==> src/rtl/alu_pkg.sv <==
`default_nettype none
// ============================================================================
// Module   : alu_pkg
// Brief    : Shared ALU operation codes, FSM state encoding and helpers.
// Revision : 1.0 - initial release
// ============================================================================
package alu_pkg;

    // These codes are shared with the upstream ALU-control decoder.
    localparam logic [3:0] ALU_ADD = 4'b0000;
    localparam logic [3:0] ALU_SUB = 4'b0001;
    localparam logic [3:0] ALU_XOR = 4'b0010;
    localparam logic [3:0] ALU_OR  = 4'b0011;
    localparam logic [3:0] ALU_AND = 4'b0100;
    localparam logic [3:0] ALU_SLL = 4'b0101;
    localparam logic [3:0] ALU_SRL = 4'b0110;
    localparam logic [3:0] ALU_ILL = 4'b1111;

    typedef enum logic [0:0] {
        ST_IDLE  = 1'b0,
        ST_SHIFT = 1'b1
    } state_t;

    function automatic logic is_shift_op(input logic [3:0] code);
        return (code == ALU_SLL) || (code == ALU_SRL);
    endfunction

endpackage : alu_pkg
`default_nettype wire

==> src/rtl/alu_core.sv <==
`default_nettype none
// ============================================================================
// Module   : alu_core
// Brief    : Combinational single-cycle ALU ops plus undefined-code detect.
// Revision : 1.0 - initial release
// ============================================================================
module alu_core
    import alu_pkg::*;
#(
    parameter int XLEN = 32
) (
    input  logic [3:0]      i_alucon,
    input  logic [XLEN-1:0] i_a,
    input  logic [XLEN-1:0] i_b,
    output logic [XLEN-1:0] o_result,
    output logic            o_illegal
);

    always_comb begin
        o_result  = '0;
        o_illegal = 1'b0;
        case (i_alucon)
            ALU_ADD: o_result = i_a + i_b;
            ALU_SUB: o_result = i_a - i_b;
            ALU_XOR: o_result = i_a ^ i_b;
            ALU_OR:  o_result = i_a | i_b;
            ALU_AND: o_result = i_a & i_b;
            // A zero-distance shift completes here and simply passes op_a.
            ALU_SLL,
            ALU_SRL: o_result = i_a;
            default: o_illegal = 1'b1;
        endcase
    end

endmodule : alu_core
`default_nettype wire

==> src/rtl/alu_exec_unit.sv <==
`default_nettype none
// ============================================================================
// Module   : alu_exec_unit
// Brief    : Execute-stage ALU with valid/ready handshakes and a bit-serial
//            shifter; single-cycle ops retire back-to-back at 1 op/cycle.
// Revision : 1.0 - initial release
// ============================================================================
module alu_exec_unit
    import alu_pkg::*;
#(
    parameter int XLEN    = 32,
    parameter int SHAMT_W = 5
) (
    input  logic            clk,
    input  logic            rst,
    input  logic            in_valid,
    output logic            in_ready,
    input  logic [3:0]      alucon,
    input  logic [XLEN-1:0] op_a,
    input  logic [XLEN-1:0] op_b,
    output logic            out_valid,
    input  logic            out_ready,
    output logic [XLEN-1:0] result,
    output logic            zero,
    output logic            illegal
);

    state_t               r_state;
    logic [XLEN-1:0]      r_work;
    logic [SHAMT_W-1:0]   r_cnt;
    logic                 r_dir_right;
    logic [XLEN-1:0]      r_result;
    logic                 r_zero;
    logic                 r_illegal;
    logic                 r_out_valid;

    state_t               w_state_nxt;
    logic [XLEN-1:0]      w_work_nxt;
    logic [SHAMT_W-1:0]   w_cnt_nxt;
    logic                 w_dir_right_nxt;
    logic [XLEN-1:0]      w_result_nxt;
    logic                 w_zero_nxt;
    logic                 w_illegal_nxt;
    logic                 w_out_valid_nxt;

    logic                 w_in_ready;
    logic                 w_accept;
    logic [SHAMT_W-1:0]   w_shamt;
    logic [XLEN-1:0]      w_core_result;
    logic                 w_core_illegal;
    logic [XLEN-1:0]      w_shifted;

    alu_core #(
        .XLEN (XLEN)
    ) u_core (
        .i_alucon  (alucon),
        .i_a       (op_a),
        .i_b       (op_b),
        .o_result  (w_core_result),
        .o_illegal (w_core_illegal)
    );

    // Ready depends only on registered state, never on in_valid.
    assign w_in_ready = (r_state == ST_IDLE) && (!r_out_valid || out_ready);
    assign w_accept   = in_valid && w_in_ready;
    assign w_shamt    = op_b[SHAMT_W-1:0];
    assign w_shifted  = r_dir_right ? (r_work >> 1) : (r_work << 1);

    always_comb begin
        w_state_nxt     = r_state;
        w_work_nxt      = r_work;
        w_cnt_nxt       = r_cnt;
        w_dir_right_nxt = r_dir_right;
        w_result_nxt    = r_result;
        w_zero_nxt      = r_zero;
        w_illegal_nxt   = r_illegal;
        w_out_valid_nxt = r_out_valid;

        if (r_out_valid && out_ready) begin
            w_out_valid_nxt = 1'b0;
        end

        case (r_state)
            ST_IDLE: begin
                if (w_accept) begin
                    if (is_shift_op(alucon) && (w_shamt != '0)) begin
                        w_work_nxt      = op_a;
                        w_cnt_nxt       = w_shamt;
                        w_dir_right_nxt = (alucon == ALU_SRL);
                        w_state_nxt     = ST_SHIFT;
                    end else begin
                        w_result_nxt    = w_core_result;
                        w_zero_nxt      = (w_core_result == '0);
                        w_illegal_nxt   = w_core_illegal;
                        w_out_valid_nxt = 1'b1;
                    end
                end
            end
            ST_SHIFT: begin
                w_work_nxt = w_shifted;
                w_cnt_nxt  = r_cnt - SHAMT_W'(1);
                if (r_cnt == SHAMT_W'(1)) begin
                    w_result_nxt    = w_shifted;
                    w_zero_nxt      = (w_shifted == '0);
                    w_illegal_nxt   = 1'b0;
                    w_out_valid_nxt = 1'b1;
                    w_state_nxt     = ST_IDLE;
                end
            end
            default: begin
                w_state_nxt = ST_IDLE;
            end
        endcase
    end

    always_ff @(posedge clk or posedge rst) begin
        if (rst) begin
            r_state     <= ST_IDLE;
            r_work      <= '0;
            r_cnt       <= '0;
            r_dir_right <= 1'b0;
            r_result    <= '0;
            r_zero      <= 1'b0;
            r_illegal   <= 1'b0;
            r_out_valid <= 1'b0;
        end else begin
            r_state     <= w_state_nxt;
            r_work      <= w_work_nxt;
            r_cnt       <= w_cnt_nxt;
            r_dir_right <= w_dir_right_nxt;
            r_result    <= w_result_nxt;
            r_zero      <= w_zero_nxt;
            r_illegal   <= w_illegal_nxt;
            r_out_valid <= w_out_valid_nxt;
        end
    end

    assign in_ready  = w_in_ready;
    assign out_valid = r_out_valid;
    assign result    = r_result;
    assign zero      = r_zero;
    assign illegal   = r_illegal;

endmodule : alu_exec_unit
`default_nettype wire

==> config.mk <==
export PLATFORM = sky130hd
export DESIGN_NAME = alu_exec_unit
export DESIGN_NICKNAME = d
export VERILOG_FILES = /design/src/rtl/alu_pkg.sv /design/src/rtl/alu_core.sv /design/src/rtl/alu_exec_unit.sv
export SDC_FILE = /design/constraint.sdc
export NUM_CORES = 1
export LEC_CHECK = 0
export CORE_ASPECT_RATIO = 1.4
export CORE_MARGIN = 2
export CORE_UTILIZATION = 55
export CTS_CLUSTER_SIZE = 8
export DETAILED_ROUTE_END_ITERATION = 16
export PLACE_DENSITY_LB_ADDON = 0.25
export SETUP_SLACK_MARGIN = 0.1
export SLEW_MARGIN = 20
export SYNTH_ARGS = -nofsm -noshare
export SYNTH_HDL_FRONTEND = slang
export SYNTH_SLANG_ARGS = --single-unit
==> constraint.sdc <==
create_clock -name clk -period 3.55 [get_ports clk]
set_clock_uncertainty 0.05 [all_clocks]
set_input_delay 0.71 -clock clk [delete_from_list [all_inputs] [get_ports clk]]
set_output_delay 0.71 -clock clk [all_outputs]
set_load 0.03 [all_outputs]
==> results.cfg, run 1 <==
[grt]
track_usage_pct = 77.86
overflow = 164
grt_max_degree = 75

[synth]
synth.largest_area_cell = dfrtp_1
synth-seq-cells = 74
yosysSeqAreaShare_pct = 22.64
synth_edf_count = 0
syn_area_per_cell_um2 = 7.972
synth_warnings = 0
yosysTopAreaCellShare_pct = 22.64
async_reset_ff_share_pct = 100.0
synth_ff_type = dfrtp_1
synth_common_cells = ha_1 (99), nand2_1 (99), inv_1 (82), a21oi_1 (79), nor2_1 (78)
syn_inst = 1026
syn_area_um2 = 8179
syn-num-nets = 1198
synth.distinct_cells = 68
yosys-top-cells-area = dfrtp_1 (23%), ha_1 (15%), mux2i_1 (5.1%)

[die]
io_pins = 108
start_util_pct = 56.37
core.rowCount = 52
fp.dieW_um = 107.1
fp.dieH_um = 148.3

[sta]
crit_endpoint = zero$_DFFE_PP0P_/D
worst-endpoint-pin-kind = register data pin

[place]
place_congestion = 1.004
placedCellCount = 1556
port_buffers = 107
dp_slack_ps = -1958
place_hpwl_um = 24010
dpl_cell_area_um2 = 11710

[status]
lastStage = global routing (5_1_grt)
status = did not finish
error = [ERROR GRT-0232] Routing congestion too high. Check the congestion heatmap in the GUI.

[clocking]
cts_buffers = 9
ctsHtreeMaxLevel = 3
clkSinkCount = 74
root_buffer = clkbuf_16
holdBufCountCts = 0
ctsLongestPathBuffers = 2
-- what timing repair did --
item,in CTS
resized for setup,237
setup endpoints to repair,28
setup buffers,58
pin swaps,125
cloned,0
-- kinds of logic after synthesis --
| group | Yosys count | synth area share [%] |
|---|---|---|
| AOI/OAI and AO/OA | 320 | 26.60 |
| muxes | 53 | 6.654 |
| DFF | 74 | 22.64 |
| xor gates and xnor gates | 51 | 5.461 |
| adders and majority gates | 100 | 15.39 |
| and+or+nand+nor | 285 | 16.58 |
| buffers and inverters | 143 | 6.670 |
-- metal layers --
layer	track usage [%]	GRT overflow
met5	4.221	0
met4	87.66	78
met3	54.34	0
met2	96.23	85
met1	78.75	1
-- stage by stage --
step                      hold WS [ps]  util [%]
after floorplan                  416.5         -
after global placement           426.4     80.73
after detailed placement         438.3     80.73
after CTS                        451.4     90.52
==> inputs of run 2 (changes only) <==
Settings changed: CORE_ASPECT_RATIO 1.4 to not set, CORE_UTILIZATION 55 to 40, CTS_CLUSTER_SIZE 8 to not set, PLACE_DENSITY_LB_ADDON 0.25 to 0.15, SETUP_SLACK_MARGIN 0.1 to not set.
==> results.cfg, run 2 <==
[status]
violations = setup timing
status = complete, but fails checks

[die]
fp.dieH_um = 147.0
fp.dieW_um = 147.0
io_pins = 108
core_um2 = 20170
start_util_pct = 40.55
core.rowCount = 52
dieArea_um2 = 21610

[drt]
dr.pass1.iters = 5
drc_errors = 0
antenna_left = 0
drt_iter0_markers = 964
drt-total-wl_um = 31500
num_vias = 9565
avgViaCountPerCell = 5.626
wire_per_inst_um = 18.53

[synth]
synth.largest_area_cell = dfrtp_1
syn_inst = 1026
syn_area_um2 = 8179
synth-compound-area-share_pct = 26.60
synthMuxAreaShare_pct = 6.654
synth.distinct_cells = 68
synth-seq-cells = 74
synth_ff_type = dfrtp_1
yosysTopAreaCellShare_pct = 22.64
synth_top_family_by_area = compound AO/OA/AOI/OAI gates
yosys.area_share.adder_pct = 15.39
yosysSeqAreaShare_pct = 22.64
syn_area_per_cell_um2 = 7.972
yosys-top-cells-area = dfrtp_1 (23%), ha_1 (15%), mux2i_1 (5.1%)
syn-num-nets = 1198
async_reset_ff_share_pct = 100.0
synth_common_cells = ha_1 (99), nand2_1 (99), inv_1 (82), a21oi_1 (79), nor2_1 (78)
synth_xor_area_share_pct = 5.461
synth_warnings = 0
synth_edf_count = 0
synthSimpleGateAreaFrac_pct = 16.58

[sta]
setup_ws_ps = -1052
final_hold_viol_count = 0
layout_min_cycle_time_ps = 4602
setup_viol = 19
finalSetupTns_ps = -7661
post-route-period-util_pct = 129.6
fmaxAchievable_mhz = 217.3
slew_viol_final = 0
slew_headroom_pct = 54.35
rsz0062_at_grt = yes
worstMarginPinSlew_ps = 684.7

[critical_path]
critPathKind = in -> reg
crit_path_end_kind = register
worstPathArrival_ps = 4800
required_ps = 3740
cp_max_fo = 4
critPathLaunchType = input pin

[grt]
overflow = 0
grt_max_degree = 65
antenna_found_initial = 0
grt_pass1_vias = 9095
track_usage_pct = 27.78
grt_pass1_wl_um = 48110

[layout]
final_common_cell = buf_4
n_antenna_cell = 0
fin_nets = 1598
final_util_pct = 67.30
layout-drive-gt1-share_pct = 39.72
layout_common_cells = buf_4 (304), nand2_1 (89), ha_1 (89)
syn_to_final_growth_pct = 65.96

[clocking]
cts_buffers = 9
root_buffer = clkbuf_16
ctsHtreeMaxLevel = 3
ctsLongestPathBuffers = 2
holdBufCountCts = 0
clkSinkCount = 74
tritoncts = built
clkLatencyLatePin_ps = 330
path_clk_slew_ps = 60

[pwr]
irDropWorstVdd_mv = 0.3610
totalPowerFinal_mw = 6.483
powerDensity_nw_per_um2 = 477.6
p_leak_nw = 6.138

[place]
place_congestion = 0.9526
port_buffers = 107
place_hpwl_um = 23400

[worst_hold_path]
worstHoldPathType = reg -> reg

[job]
maxCapViolCount = 0
## run 2: cell counts after synthesis
No cell type changed its count.
## run 2: metal layers
layer  part of all wire, %  track usage [%]  vias to the layer above
met1                    48            42.03                     4646
li1                      -                -                     4549
met5                     0                0                        -
met3                   5.9            3.975                       35
met4                   1.5            6.731                        0
met2                    44            41.69                      335
## run 2: worst max-delay path, stage by stage
cell and delay, ps:
buf_8 100, nor4_4 280, buf_4 150, and2_4 150, nand3_4 120, o31ai_4 270, xnor2_1 110, ha_1 360
a21oi_1 200, o21a_2 240, o2111ai_4 170, o21ai_4 200, o211ai_1 160, buf_4 190, a21oi_4 130, xnor2_1 100
a221oi_2 300, nand4_1 120, or4_1 530, o31ai_2 220
## run 2: cell families (layout without fill, tap and decap cells)
family | after synthesis | count (layout)
muxes | 53 | 53
DFF | 74 | 74
and+or+nand+nor | 285 | 285
buffers and inverters | 143 | 547
xor gates and xnor gates | 51 | 51
adders and majority gates | 100 | 100
AOI/OAI and AO/OA | 320 | 320
## run 2: cell type report
| type | instances | area (µm²) |
|---|---|---|
| multi-input cells | 809 | 6988 |
| flip-flops and latches | 74 | 1852 |
| inverters | 83 | 319.1 |
| well taps | 270 | 337.8 |
| clock buffers | 12 | 246.5 |
| repair buffers | 449 | 3791 |
| clock inverters | 3 | 40.04 |
| fillers | 1641 | 6595 |
## run 2: repair_timing
action | in CTS | in global routing
resized for setup | 184 | 141
setup endpoints to repair | 27 | 25
setup buffers | 26 | 26
pin swaps | 79 | 91
## run 2: where the power goes
group | switching (mW) | leakage [nW] | internal (mW)
combinational | 2.25 | 5.08 | 1.82
clock | 0.327 | 0.142 | 0.557
sequential | 0.282 | 0.913 | 1.25
## run 2: per-stage QoR
| stage | setup slack (ps) | std cells | hold WS [ps] | cell area (µm²) |
|---|---|---|---|---|
| 2_1_floorplan | -1349 | 1026 | 416.5 | 8423 |
| 3_3_place_gp | -1930 | 1648 | 434.9 | 11890 |
| 3_5_place_dp | -2033 | 1648 | 434.3 | 11890 |
| 4_1_cts | -944.2 | 1683 | 445.9 | 12870 |
| 5_1_grt | -1167 | 1700 | 479.8 | 13570 |
| 6_report | -1052 | 1700 | 441.7 | 13570 |
## run 2: path summary, 6_finish.rpt
kind | start | end | slack (ps) | cells after the start
setup / recovery | op_b[5] | zero$_DFFE_PP0P_ | -1050 | 20
hold / removal | result[0]$_DFFE_PP0P_ | result[0]$_DFFE_PP0P_ | 440 | 1
setup reg to reg | r_cnt[1]$_DFFE_PP0P_ | zero$_DFFE_PP0P_ | 370 | 12
hold reg to reg | result[0]$_DFFE_PP0P_ | result[0]$_DFFE_PP0P_ | 440 | 1
max in group asynchronous | rst | r_dir_right$_DFFE_PP0P_ | 2070 | 3
min in group asynchronous | rst | result[27]$_DFFE_PP0P_ | 710 | 2
(Power assumes the default switching activity.)
==> inputs of run 3 (changes only) <==
Settings changed: ABC_AREA set to 1.
==> results.cfg, run 3 <==
[status]
status = complete, but fails checks
violations = setup timing

[drt]
wire_per_inst_um = 16.98
drt_iter0_markers = 869
dr.pass1.iters = 5
antenna_left = 0
drt-total-wl_um = 33960
avgViaCountPerCell = 5.177
drc_errors = 0
num_vias = 10350

[grt]
grt_pass1_vias = 9850
grt_pass1_wl_um = 52780
track_usage_pct = 28.68
overflow = 0
grt_max_degree = 60
antenna_found_initial = 0

[worst_hold_path]
worstHoldPathType = reg -> reg

[synth]
synth_warnings = 0
yosys-top-cells-area = dfrtp_1 (21%), nand2_1 (18%), ha_1 (14%)
syn_area_um2 = 8758
synth_ff_type = dfrtp_1
yosysSeqAreaShare_pct = 21.14
async_reset_ff_share_pct = 100.0
yosysTopAreaCellShare_pct = 21.14
synth-seq-cells = 74
syn_inst = 1404
synth.distinct_cells = 43
yosysMostFrequentCell = nand2_1
synth_common_cells = nand2_1 (413), inv_1 (229), nor2_1 (147), ha_1 (99), o21ai_0 (81)
syn_area_per_cell_um2 = 6.238
syn-num-nets = 1576
synth.largest_area_cell = dfrtp_1
synth_edf_count = 0

[sta]
worstMarginPinSlew_ps = 972.0
layout_min_cycle_time_ps = 4032
rsz0062_at_grt = yes
slew_viol_final = 0
post-route-period-util_pct = 113.6
setup_viol = 16
slew_headroom_pct = 35.11
fmaxAchievable_mhz = 248.0
setup_ws_ps = -482.0
whs_ps = 467.4
final_hold_viol_count = 0

[layout]
final_util_pct = 60.28
layout-drive-gt1-share_pct = 28.08
nFillCells = 2058
final_common_cell = nand2_1
syn_to_final_growth_pct = 49.27
final_cells = 2000
n_antenna_cell = 0
layout_common_cells = nand2_1 (345), buf_4 (225), inv_1 (213)
fin_nets = 1888

[critical_path]
cp_max_fo = 5
crit_path_end_kind = register
slowest_stage = ha_2
critPathKind = in -> reg
required_ps = 3770
worstPathArrival_ps = 4250
crit_top_cell = nand2_2
critPathLaunchType = input pin
slowest_delay_ps = 350

[die]
start_util_pct = 40.38
fp.dieW_um = 152.0
core_um2 = 21690
core.rowCount = 54
fp.dieH_um = 152.0
io_pins = 108
dieArea_um2 = 23090

[clocking]
cts_buffers = 9
root_buffer = clkbuf_16
holdBufCountCts = 0
clkLatencyLatePin_ps = 340
ctsLongestPathBuffers = 2
path_clk_slew_ps = 60
clkSinkCount = 74
tritoncts = built
ctsHtreeMaxLevel = 3

[place]
placedCellCount = 1975
place_hpwl_um = 27260
place_congestion = 0.9314
port_buffers = 107

[job]
maxCapViolCount = 0

[pwr]
p_leak_nw = 6.727
irDropWorstVdd_mv = 0.3216
power_frac_seq_pct = 25.1
combPwrFrac_pct = 60.0
swShare_pct = 45.19
totalPowerFinal_mw = 5.998
intPower_mw = 3.288
powerDensity_nw_per_um2 = 458.8
p_sw_mw = 2.710
clkPwrFrac_pct = 14.9
run 3: cell count changes in the layout (fill, tap and decap cells not counted), sizes merged, moves of 44 or more:
cell | before | now
inv | 83 | 232
xnor2 | 44 | 0
nand3 | 10 | 69
a21oi | 81 | 33
nand2 | 99 | 416
buf | 350 | 240
nor2 | 78 | 151
run 3: repair_timing:
action,in CTS,in global routing
setup buffers,5,8
pin swaps,61,72
resized for setup,108,159
endpoints found under the setup margin,24,24
cloned,0,0
run 3: through the flow:
step	instance area (µm²)	worst slack [ps]	setup TNS, ps
floorplan	8785	-155.8	-155.8
global placement	11810	-1268	-22060
detailed placement	11810	-1363	-23760
CTS	12470	-730.4	-6986
global route	13070	-756.2	-8058
finish	13070	-482.0	-3975
run 3: routing by layer:
metal,up-vias,global-route usage (%),share of wire [%]
met5,-,0,0
met4,0,8.990,2.7
met3,61,4.592,6.8
met2,354,43.74,44
met1,4776,41.55,47
li1,5162,-,-
run 3: power groups by stage:
stage | sequential, mW | clock, mW | combinational, mW
3_3_place_gp | 1.51 | 0 | 3.31
4_1_cts | 1.51 | 0.902 | 3.43
5_1_grt | 1.55 | 0.945 | 3.91
6_report | 1.51 | 0.893 | 3.60
3_5_place_dp | 1.52 | 0 | 3.34
2_1_floorplan | 1.82 | 0 | 1.61
run 3: final timing paths:
| path | endpoint | depth (start not counted) | slack (ps) | from |
|---|---|---|---|---|
| max | zero$_DFFE_PP0P_ | 29 | -480 | op_b[1] |
| max reg2reg | zero$_DFFE_PP0P_ | 7 | 1160 | r_dir_right$_DFFE_PP0P_ |
| min | result[0]$_DFFE_PP0P_ | 2 | 470 | result[0]$_DFFE_PP0P_ |
| min reg2reg | result[0]$_DFFE_PP0P_ | 2 | 470 | result[0]$_DFFE_PP0P_ |
| max in group asynchronous | r_work[26]$_DFFE_PP0P_ | 3 | 1880 | rst |
| min in group asynchronous | r_cnt[3]$_DFFE_PP0P_ | 2 | 860 | rst |
run 3: layout make-up:
| type | count | area, µm² | share of cell area (%) |
|---|---|---|---|
| clock inverter | 3 | 40.04 | 0.3062 |
| timing repair buffer | 345 | 2964 | 22.67 |
| multi-input combinational | 1054 | 6735 | 51.52 |
| clock buffer | 12 | 246.5 | 1.885 |
| sequential | 74 | 1852 | 14.16 |
| inverter | 232 | 885.9 | 6.776 |
| tap | 280 | 350.3 | 2.680 |
run 3: kinds of logic after synthesis:
logic type | after synthesis | synth area share (%)
AOI/OAI and AO/OA | 219 | 15.64
xor gates and xnor gates | 30 | 3.000
adders and majority gates | 100 | 14.37
buffers and inverters | 276 | 12.06
DFF | 74 | 21.14
and+or+nand+nor | 705 | 33.79
run 3: worst max-delay path: cells and delay by family:
family	cells	cell delay, ps
compound gates	2	330
xor+xnor	1	190
fa+ha+maj	2	490
buf+inv	5	360
simple gates	19	2140
